==> src/rtl/mouse_pkg.sv <==
// Shared definitions for the PS/2 mouse position tracker:
// header bit map, FSM encoding, default screen size and idle timeout.
package mouse_pkg;

    localparam int MAX_X_DEF   = 799;
    localparam int MAX_Y_DEF   = 599;
    localparam int TIMEOUT_DEF = 65000;

    localparam int HDR_LEFT  = 0;
    localparam int HDR_RIGHT = 1;
    localparam int HDR_SYNC  = 3;
    localparam int HDR_XSIGN = 4;
    localparam int HDR_YSIGN = 5;
    localparam int HDR_XOVF  = 6;
    localparam int HDR_YOVF  = 7;

    typedef enum logic [1:0] {
        WAIT_B0 = 2'd0,
        WAIT_B1 = 2'd1,
        WAIT_B2 = 2'd2,
        UPDATE  = 2'd3
    } state_t;

    // Only the header fields the tracker actually uses.
    typedef struct packed {
        logic y_ovf;
        logic x_ovf;
        logic y_sign;
        logic x_sign;
        logic right;
        logic left;
    } hdr_t;

    function automatic hdr_t unpack_hdr(input logic [7:0] b);
        hdr_t h;
        h.left   = b[HDR_LEFT];
        h.right  = b[HDR_RIGHT];
        h.x_sign = b[HDR_XSIGN];
        h.y_sign = b[HDR_YSIGN];
        h.x_ovf  = b[HDR_XOVF];
        h.y_ovf  = b[HDR_YOVF];
        return h;
    endfunction

endpackage

==> src/rtl/mouse_pos_tracker_if.sv <==
// Byte-in / position-out bundle of the mouse tracker.
// master: byte source + position consumer; slave: the tracker.
interface mouse_pos_tracker_if;

    logic [7:0]  rx_data;
    logic        rx_valid;
    logic [11:0] xpos;
    logic [11:0] ypos;
    logic        left;
    logic        right;
    logic        pos_valid;

    modport master (
        output rx_data, rx_valid,
        input  xpos, ypos, left, right, pos_valid
    );

    modport slave (
        input  rx_data, rx_valid,
        output xpos, ypos, left, right, pos_valid
    );

endinterface

==> src/rtl/mouse_axis_clamp.sv <==
// One axis: new = pos + delta (signed 13-bit), clamped to 0..MAX.
// Ports: pos (current), delta (signed 10-bit), result (clamped).
module mouse_axis_clamp #(
    parameter int MAX = 799
) (
    input  logic [11:0]       pos,
    input  logic signed [9:0] delta,
    output logic [11:0]       result
);

    logic signed [12:0] sum;

    always_comb begin
        sum = $signed({1'b0, pos}) + $signed({{3{delta[9]}}, delta});
        result = sum[11:0];
        if (sum[12]) begin
            result = '0;
        end else if (sum > 13'(MAX)) begin
            result = 12'(MAX);
        end
    end

endmodule

==> src/rtl/mouse_pos_tracker.sv <==
// Assembles 3-byte PS/2 mouse packets into a clamped cursor position.
// Ports: pclk, rst_n (async, active low), bus (slave: bytes in, position out).
module mouse_pos_tracker
    import mouse_pkg::*;
#(
    parameter int MAX_X   = MAX_X_DEF,
    parameter int MAX_Y   = MAX_Y_DEF,
    parameter int TIMEOUT = TIMEOUT_DEF
) (
    input logic                pclk,
    input logic                rst_n,
    mouse_pos_tracker_if.slave bus
);

    localparam int              CW    = $clog2(TIMEOUT + 1);
    localparam logic [CW-1:0]   TO    = CW'(TIMEOUT);
    localparam logic [11:0]     X_RST = 12'(MAX_X / 2);
    localparam logic [11:0]     Y_RST = 12'(MAX_Y / 2);

    state_t          state;
    hdr_t            hdr;
    logic [7:0]      dx_byte;
    logic [CW-1:0]   idle_cnt;

    logic            timed_out;
    logic            hunt;
    logic [8:0]      dy9;
    logic [9:0]      dx;
    logic [9:0]      dy_neg;
    logic [11:0]     x_next;
    logic [11:0]     y_next;

    assign timed_out = (idle_cnt == TO);

    // UPDATE and a stalled partial packet both behave like WAIT_B0:
    // the byte on this cycle (if any) is a header candidate.
    assign hunt = (state == WAIT_B0) || (state == UPDATE) || timed_out;

    // The Y delta is used straight off rx_data so the result lands
    // on the same edge that accepts the third byte.
    always_comb begin
        dx     = hdr.x_ovf ? 10'd0 : {hdr.x_sign, hdr.x_sign, dx_byte};
        dy9    = hdr.y_ovf ? 9'd0 : {hdr.y_sign, bus.rx_data};
        dy_neg = -{dy9[8], dy9};
    end

    mouse_axis_clamp #(.MAX(MAX_X)) u_x_clamp (
        .pos    (bus.xpos),
        .delta  (dx),
        .result (x_next)
    );

    // Screen Y grows downward, so mouse-up motion is subtracted.
    mouse_axis_clamp #(.MAX(MAX_Y)) u_y_clamp (
        .pos    (bus.ypos),
        .delta  (dy_neg),
        .result (y_next)
    );

    always_ff @(posedge pclk or negedge rst_n) begin
        if (!rst_n) begin
            state         <= WAIT_B0;
            hdr           <= '0;
            dx_byte       <= '0;
            idle_cnt      <= '0;
            bus.xpos      <= X_RST;
            bus.ypos      <= Y_RST;
            bus.left      <= 1'b0;
            bus.right     <= 1'b0;
            bus.pos_valid <= 1'b0;
        end else begin
            bus.pos_valid <= 1'b0;

            if (bus.rx_valid) begin
                idle_cnt <= '0;
            end else if (!timed_out) begin
                idle_cnt <= idle_cnt + 1'b1;
            end

            if (hunt) begin
                state <= WAIT_B0;
                if (bus.rx_valid && bus.rx_data[HDR_SYNC]) begin
                    hdr   <= unpack_hdr(bus.rx_data);
                    state <= WAIT_B1;
                end
            end else begin
                unique case (state)
                    WAIT_B1: begin
                        if (bus.rx_valid) begin
                            dx_byte <= bus.rx_data;
                            state   <= WAIT_B2;
                        end
                    end
                    WAIT_B2: begin
                        if (bus.rx_valid) begin
                            bus.xpos      <= x_next;
                            bus.ypos      <= y_next;
                            bus.left      <= hdr.left;
                            bus.right     <= hdr.right;
                            bus.pos_valid <= 1'b1;
                            state         <= UPDATE;
                        end
                    end
                    default: state <= WAIT_B0;
                endcase
            end
        end
    end

endmodule
==> src/flat_wrapper.sv <==
// flat-port wrapper written by rule: the top's interface ports become plain ports
module mouse_pos_tracker_flat import mouse_pkg::*;
#(
    parameter int MAX_X   = MAX_X_DEF,
    parameter int MAX_Y   = MAX_Y_DEF,
    parameter int TIMEOUT = TIMEOUT_DEF
)
  (pclk, rst_n, bus_rx_data, bus_rx_valid, bus_xpos, bus_ypos, bus_left, bus_right, bus_pos_valid);
  mouse_pos_tracker_if bus_i ();
  input logic pclk;
  input logic rst_n;
  input wire logic [$bits(bus_i.rx_data)-1:0] bus_rx_data;
  input wire logic [$bits(bus_i.rx_valid)-1:0] bus_rx_valid;
  output wire logic [$bits(bus_i.xpos)-1:0] bus_xpos;
  output wire logic [$bits(bus_i.ypos)-1:0] bus_ypos;
  output wire logic [$bits(bus_i.left)-1:0] bus_left;
  output wire logic [$bits(bus_i.right)-1:0] bus_right;
  output wire logic [$bits(bus_i.pos_valid)-1:0] bus_pos_valid;
  assign bus_i.rx_data = bus_rx_data;
  assign bus_i.rx_valid = bus_rx_valid;
  assign bus_xpos = bus_i.xpos;
  assign bus_ypos = bus_i.ypos;
  assign bus_left = bus_i.left;
  assign bus_right = bus_i.right;
  assign bus_pos_valid = bus_i.pos_valid;
  mouse_pos_tracker #(.MAX_X(MAX_X), .MAX_Y(MAX_Y), .TIMEOUT(TIMEOUT)) u_core (.pclk(pclk), .rst_n(rst_n), .bus(bus_i));
endmodule
==> config.mk <==
export PLATFORM = sky130hd
export DESIGN_NAME = mouse_pos_tracker_flat
export DESIGN_NICKNAME = d
export VERILOG_FILES = /design/src/rtl/mouse_pkg.sv /design/src/rtl/mouse_pos_tracker_if.sv /design/src/rtl/mouse_axis_clamp.sv /design/src/rtl/mouse_pos_tracker.sv /design/src/flat_wrapper.sv
export SDC_FILE = /design/constraint.sdc
export NUM_CORES = 1
export LEC_CHECK = 0
export BUFFER_PORTS_ARGS = -buffer_cell sky130_fd_sc_hd__buf_4
export CAP_MARGIN = 15
export CORE_MARGIN = 1.5
export CORE_UTILIZATION = 33
export CTS_CLUSTER_SIZE = 12
export DETAILED_ROUTE_END_ITERATION = 10
export HOLD_SLACK_MARGIN = 0.12
export PLACE_DENSITY = 0.59
export SLEW_MARGIN = 20
export SYNTH_ARGS = -nofsm -noshare
export SYNTH_HDL_FRONTEND = slang
export SYNTH_SLANG_ARGS = --single-unit
==> constraint.sdc <==
create_clock -name pclk -period 7.2 [get_ports pclk]
set_input_delay 1.44 -clock pclk [delete_from_list [all_inputs] [get_ports pclk]]
set_output_delay 1.44 -clock pclk [all_outputs]
set_load 0.05 [all_outputs]
==> results of run 1 <==
## report_power, final
| part | switching [W] | internal, W |
|---|---|---|
| logic | 0.000811 | 0.000511 |
| clock network | 0.000168 | 0.000305 |
| registers | 0.0000982 | 0.000444 |
| total | 0.00108 | 0.00126 |
## placed cells by master, fill, tap and decap left out, types with 11 or more instances in the layout
cell,Yosys,final
a21oi_1,19,19
inv_1,25,25
nor2b_1,12,12
dfstp_2,11,11
nor2_1,40,40
dfrtp_1,48,48
nand2_1,43,43
mux2_2,12,12
ha_1,29,29
nand3_1,14,14
xor2_1,14,14
buf_4,2,37
xnor2_1,12,12
o21ai_0,26,26
## layout make-up
class | count | area [sq um]
Clock inverter | 7 | 98.8
Timing Repair Buffer | 37 | 278
Tap cell | 172 | 215
Multi-Input combinational cell | 360 | 2560
Sequential cell | 59 | 1490
Inverter | 25 | 93.8
Fill cell | 1258 | 7600
Clock buffer | 9 | 225
## flip-flops by register name, indices dropped and copies added, names as in the netlist
register,count
u_core.bus.left,1
u_core.bus.ypos,12
u_core.bus.xpos,12
u_core.bus.pos_valid,1
u_core.idle_cnt,16
u_core.state,2
u_core.dx_byte,8
u_core.bus.right,1
u_core.hdr,6
## per-stage QoR
| stage | total power, W | utilization | cell area [sq um] |
|---|---|---|---|
| after floorplan | 0.00156 | - | 4230 |
| after global placement | 0.00184 | 0.369 | 4640 |
| after detailed placement | 0.00186 | 0.369 | 4640 |
| after CTS | 0.00235 | 0.395 | 4960 |
| after global routing | 0.00251 | 0.395 | 4960 |
| final | 0.00234 | 0.395 | 4960 |
## cell families after synthesis
| group | share of synthesized area |
|---|---|
| multiplexers | 0.0390 |
| AND/OR/NAND/NOR | 0.201 |
| buffers and inverters | 0.0420 |
| flip-flops | 0.352 |
| AO/OA/AOI/OAI | 0.216 |
| XOR/XNOR | 0.0538 |
| adder cells (fa/ha/maj) | 0.0952 |
## layer usage
layer | vias to the layer above | global-route usage | routed length [microns]
met1 | 1703 | 0.220 | 5020
met3 | 13 | 0.0431 | 460
met2 | 78 | 0.255 | 4540
met4 | 0 | 0.0472 | 140
met5 | - | 0 | 0
li1 | 1735 | - | -
## critical path, cell delays in order
cell,delay [ps]
buf_4,110
nand2_1,80
ha_1,240
o21a_1,170
nor2b_1,140
o31a_1,240
ha_1,450
nand3_1,120
a21o_1,180
a21oi_2,220
and4bb_1,250
a211oi_2,460
nor2_2,140
a211oi_1,290
## final timing paths
path | start | endpoint | depth (start not counted)
worst min register to register | u_core.dx_byte[6]$_DFFE_PN0P_ | u_core.dx_byte[6]$_DFFE_PN0P_ | 2
worst max register to register | u_core.hdr[5]$_DFFE_PN0P_ | u_core.bus.ypos[1]$_DFFE_PN1P_ | 14
worst max-delay path | bus_rx_data[0] | u_core.bus.ypos[1]$_DFFE_PN1P_ | 14
min in group asynchronous | rst_n | u_core.bus.ypos[4]$_DFFE_PN0P_ | 1
worst min-delay path | u_core.dx_byte[6]$_DFFE_PN0P_ | u_core.dx_byte[6]$_DFFE_PN0P_ | 2
max in group asynchronous | rst_n | u_core.bus.xpos[6]$_DFFE_PN0P_ | 1
==> run metrics, run 1 <==
Detail Route Antenna Nets 0; worst-margin pin slew 765 ps; post-route insts no fill 669; max_slew headroom 0.490; most frequent cells after synthesis dfrtp_1, nand2_1, nor2_1; pwr dens 471 mW/mm^2; NumNets Final 534; Avg Synthesized Cell Area 9.26 sq um; global-route wire length before repair 16900 microns; cell taking the most area after synthesis dfrtp_1; Final WS setup 2930 ps; GPL Wtd Cong 0.863; Final Hold Slack 479 ps; Setup Viol. Count Final 0; Clock Latency Late Sink 340 ps; CP max FO 9; P_leak 2.23 nW; MaxCap Viol Count 0; Final period util 0.593; unrepaired setup endpoints after global routing no; # diodes 0; Final Max Tran Viols 0; root buffer cell clkbuf_16; setup bufs post-CTS 0; Critical Path RT 7450 ps; synthesized instance count 457; clock period minus final worst setup slack 4270 ps; FF+latch count, synth 59; Async SR Flop Fraction 1.00; Synth area leaders dfrtp_1, ha_1, dfstp_2; Reg2Reg Setup Slack 3420 ps; IO Count 38; initial antenna violation count 0; YS warnings 0; CP endpoint kind flip-flop; synth unique cells 77; CTS max path bufs 2; Post-synth EDFFs 0; CTS Buf Count 9; largest net degree at the start of global routing 60; CTS Hold Bufs 0; WL final 10200 microns; global route overflow 0; DP HPWL 7520 microns; die area 0.0135 sq mm; Die Height 116 microns; Vias/cell 5.28; CP startpoint kind input pin; DR pass1 iterations 4; Placed Cells 653; drt wl/cell 15.2 microns; Clock Skew 11.6 ps; H-tree Lvls 3; status complete, no violations; Resized Gates After CTS 0; number of global-route vias before repair 3388; site row count 41; Seq/Total Area, Yosys 0.352; fmax 234 MHz; DR iter-0 viols 212; dpl ws 2620 ps; WS Path Type in2reg; TritonCTS clock tree done; Buffers on Ports 37; width of the die 116 microns; Final Hold Viols 0; share of post-route cells with drive strength above 1 0.203; clock sinks 59; Mapped Nets 499; Starting Density 0.337; routed via count 3529; Area Growth Syn to Fin 17.3%; Worst Hold Class reg2reg; VDD IR-drop max 280 uV; TNS Setup 0 ps; Top FF cell, synth dfrtp_1; DRC 0; most numerous cell in the Yosys netlist dfrtp_1; Core Area 0.0126 sq mm; crit path DAT 4520 ps; global-route usage over all layers 0.162; clock-pin transition on the worst setup and hold timing paths 60 ps; synthesized cell area 0.00423 sq mm; post-synth top area share 0.284
Note: power is estimated with default switching activity, not from simulation.
==> run 2: changes to the inputs <==
--- a/config.mk
+++ b/config.mk
@@ -5,6 +5,7 @@
 export SDC_FILE = /design/constraint.sdc
 export NUM_CORES = 1
 export LEC_CHECK = 0
+export ABC_AREA = 1
 export BUFFER_PORTS_ARGS = -buffer_cell sky130_fd_sc_hd__buf_4
 export CAP_MARGIN = 15
 export CORE_MARGIN = 1.5
==> constraint.sdc (replaced) <==
create_clock -name pclk -period 4.2 [get_ports pclk]
set_input_delay 0.84 -clock pclk [delete_from_list [all_inputs] [get_ports pclk]]
set_output_delay 0.84 -clock pclk [all_outputs]
set_load 0.05 [all_outputs]
==> run 2 against run 1 <==
Net effect: core utilization grew 0.71 points; via count increased by 10%; count of clock-buffer cells in the layout unchanged; critical path type unchanged; critical endpoint is now u_core.bus.ypos[2]$_DFFE_PN0P_; largest power group unchanged; highest routed layer unchanged.
==> run metrics, run 2 <==
FF+latch count, synth 59 (unchanged); synthesized cell area 0.00439 sq mm (+3.8%); Top FF cell, synth dfrtp_1; width of the die 118 microns (+1.8%); status complete, no violations; cell-internal power 0.00203 W (+61%); Largest register FFs 16 (unchanged); fmax 330 MHz; global route overflow 0 (unchanged); clock sinks 59 (unchanged); Die Height 118 microns (+1.8%); initial antenna violation count 0 (unchanged); die area 0.0140 sq mm (+3.7%); number of global-route vias before repair 3850 (+14%); Area Growth Syn to Fin 17.4% (about the same); setup bufs post-CTS 0 (unchanged); RR Endpoint u_core.bus.ypos[2]$_DFFE_PN0P_; xor and xnor area share after synthesis 0.0259 (-0.0279); Core Area 0.0128 sq mm (+2.0%); CP startpoint kind input pin; Avg Synthesized Cell Area 7.14 sq um (-23%); filler instances 1373 (+9.1%); clock-pin transition on the worst setup and hold timing paths 60 ps (about the same); Mapped Nets 657 (+32%); largest net degree at the start of global routing 60 (unchanged); DRC 0 (unchanged); Synth Area in Adders 0.0917 (-0.00350); Setup Viol. Count Final 0 (unchanged); WL final 10300 microns (+1.3%); Clock Skew 7.00 ps (-4.63 ps); clock share of power 0.190 (-0.012); root buffer cell clkbuf_16; Final Hold Viols 0 (unchanged); post-synth top area share 0.273 (-0.0104); most frequent cells after synthesis nand2_1, inv_1, nor2_1; site row count 41 (unchanged); Final period util 0.721; cell taking the most area after synthesis dfrtp_1; CP endpoint kind flip-flop; synth unique cells 40 (-48%); NumNets Final 699 (+31%); Clock Latency Late Sink 340 ps (about the same); CP max FO 8 (-1); Seq pwr share 0.216 (-0.016); main combinational cell family by area after synthesis simple AND/OR/NAND/NOR gates; Sw Pwr 0.00206 W (+91%); Buffers on Ports 37 (unchanged); Reg2Reg Setup Slack 1230 ps (-2190 ps); Util after Layout 0.402 (+0.00712); Post-synth EDFFs 0 (unchanged); CTS Hold Bufs 0 (unchanged); Placed Cells 818 (+25%); TritonCTS clock tree done; Worst Hold Class reg2reg; YS warnings 0 (unchanged); Critical Path RT 4430 ps (-3020 ps); Async SR Flop Fraction 1.00 (unchanged); most common cell after layout, fill and taps aside nand2_1; CTS Buf Count 9 (unchanged); CTS max path bufs 2 (unchanged); VDD IR-drop max 289 uV (+3.1%); worst r2r path cells 20 (+6); drt wl/cell 12.3 microns (-19%); post-route insts no fill 834 (+25%); max_slew headroom 0.487 (-0.00271); # diodes 0 (unchanged); P_leak 2.82 nW (+26%); Switching Share 0.505 (+0.0435); worst-margin pin slew 769 ps (+4.06 ps); global-route usage over all layers 0.159 (-0.00291); unrepaired setup endpoints after global routing no; Synth Area in Compound Gates 0.0883 (-0.128); Vias/cell 4.67 (-11%); most numerous cell in the Yosys netlist nand2_1; GPL Wtd Cong 0.831 (-3.7%); H-tree Lvls 3 (unchanged); DP HPWL 7900 microns (+5.1%); DR pass1 iterations 4 (unchanged); Largest Register u_core.idle_cnt; Synth area leaders dfrtp_1, nand2_1, ha_1; TNS Setup 0 ps (unchanged); global-route wire length before repair 17900 microns (+5.9%); Resized Gates After CTS 0 (unchanged); largest registers u_core.idle_cnt: 16 flops, u_core.bus.xpos: 12 flops, u_core.bus.ypos: 12 flops; MaxCap Viol Count 0 (unchanged); IO Count 38 (unchanged); synthesized instance count 615 (+35%); crit path from bus_rx_data[0]; DR iter-0 viols 219 (+3.3%); crit path DAT 3260 ps (-1260 ps); share of post-route cells with drive strength above 1 0.171 (-0.0325); Comb pwr share 0.594 (+0.028); routed via count 3898 (+10%); Multi-input gate area 0.00248 sq mm (-3.3%); Storage cell area 0.00149 sq mm (unchanged); pwr dens 793 mW/mm^2 (+68%); Final WS setup 1170 ps (-1760 ps); Starting Density 0.343 (+0.00585); RR Startpoint u_core.hdr[5]$_DFFE_PN0P_; Final Max Tran Viols 0 (unchanged); WS Path Type in2reg; Seq/Total Area, Yosys 0.339 (-0.0129); mux cell area share after synthesis 0 (-0.0390); dpl ws 809 ps (-1820 ps); Detail Route Antenna Nets 0 (unchanged); crit path to u_core.bus.ypos[2]$_DFFE_PN0P_; most frequent cells in the layout nand2_1, inv_1, nor2_1; clock period minus final worst setup slack 3030 ps; Power Total 0.00409 W (+75%); Synth Area in Simple Gates 0.358 (+0.157)
run 2: changes by cell type in the layout (fill, tap and decap cells not counted), moves of 8 or more:
cell      change
a21o_1        -9
inv_1        +66
inv_2        +11
mux2_2       -12
nand2_1     +145
nand3_1      +27
nand3_2       +8
nand4_1      +14
nor2_1       +15
nor2b_1      -12
o211ai_1      -9
o21ai_1      +13
run 2: cell families after synthesis:
kind of cell	count (synthesis)
DFF	59
buffers and inverters	109
and+or+nand+nor	337
AOI/OAI and AO/OA	66
adders and majority gates	31
xor gates and xnor gates	13
run 2: power by group through the flow:
stage	clock network (W)	registers [W]	logic, W
after global routing	0.000829	0.000906	0.00275
after global placement	0	0.000890	0.00240
after CTS	0.000805	0.000885	0.00244
final	0.000777	0.000883	0.00243
after floorplan	0	0.00114	0.00166
after detailed placement	0	0.000894	0.00244
run 2: worst min path at each step:
stage | startpoint | to | cells after the start
detailed placement | u_core.bus.left$_DFFE_PN0P_ | u_core.bus.left$_DFFE_PN0P_ | 2
CTS | u_core.bus.left$_DFFE_PN0P_ | u_core.bus.left$_DFFE_PN0P_ | 2
floorplan | u_core.hdr[0]$_DFFE_PN0P_ | u_core.bus.left$_DFFE_PN0P_ | 2
global placement | u_core.hdr[2]$_DFFE_PN0P_ | u_core.hdr[2]$_DFFE_PN0P_ | 2
global route | u_core.bus.xpos[2]$_DFFE_PN1P_ | u_core.bus.xpos[2]$_DFFE_PN1P_ | 2
finish | u_core.bus.left$_DFFE_PN0P_ | u_core.bus.left$_DFFE_PN0P_ | 2
run 2: final cells by class:
class	count	share of cell area
inverters	103	0.0754
multi-input cells	447	0.481
repair buffers	37	0.0539
clock inverters	7	0.0158
flip-flops and latches	59	0.289
clock buffers	9	0.0437
well taps	172	0.0417
run 2: routing by layer:
metal  vias up  share of wire  GRT usage
li1       2048              -          -
met1      1778           0.49      0.206
met2        62           0.46      0.253
met3        10          0.030     0.0391
met4         0          0.014     0.0678
met5         -              0          0
run 2: through the flow:
step / hold slack (ps) / cell area [sq um]
2_1_floorplan: 449 / 4390
4_1_cts: 483 / 5160
6_report: 479 / 5160
3_5_place_dp: 470 / 4850
3_3_place_gp: 470 / 4850
5_1_grt: 498 / 5160
run 2: worst max-delay path, stage by stage:
cell	delay, ps
buf_4	120
nand2_2	100
ha_1	200
inv_1	50
nor2_1	170
nand3_1	130
nand3b_1	190
xor2_1	150
ha_1	350
nand2_1	110
nor2_1	150
nand3_1	120
nand3_1	100
nand2_1	50
nand2_1	90
inv_2	60
nand2_4	100
nand3_1	70
nand2_1	60
nand2_1	50
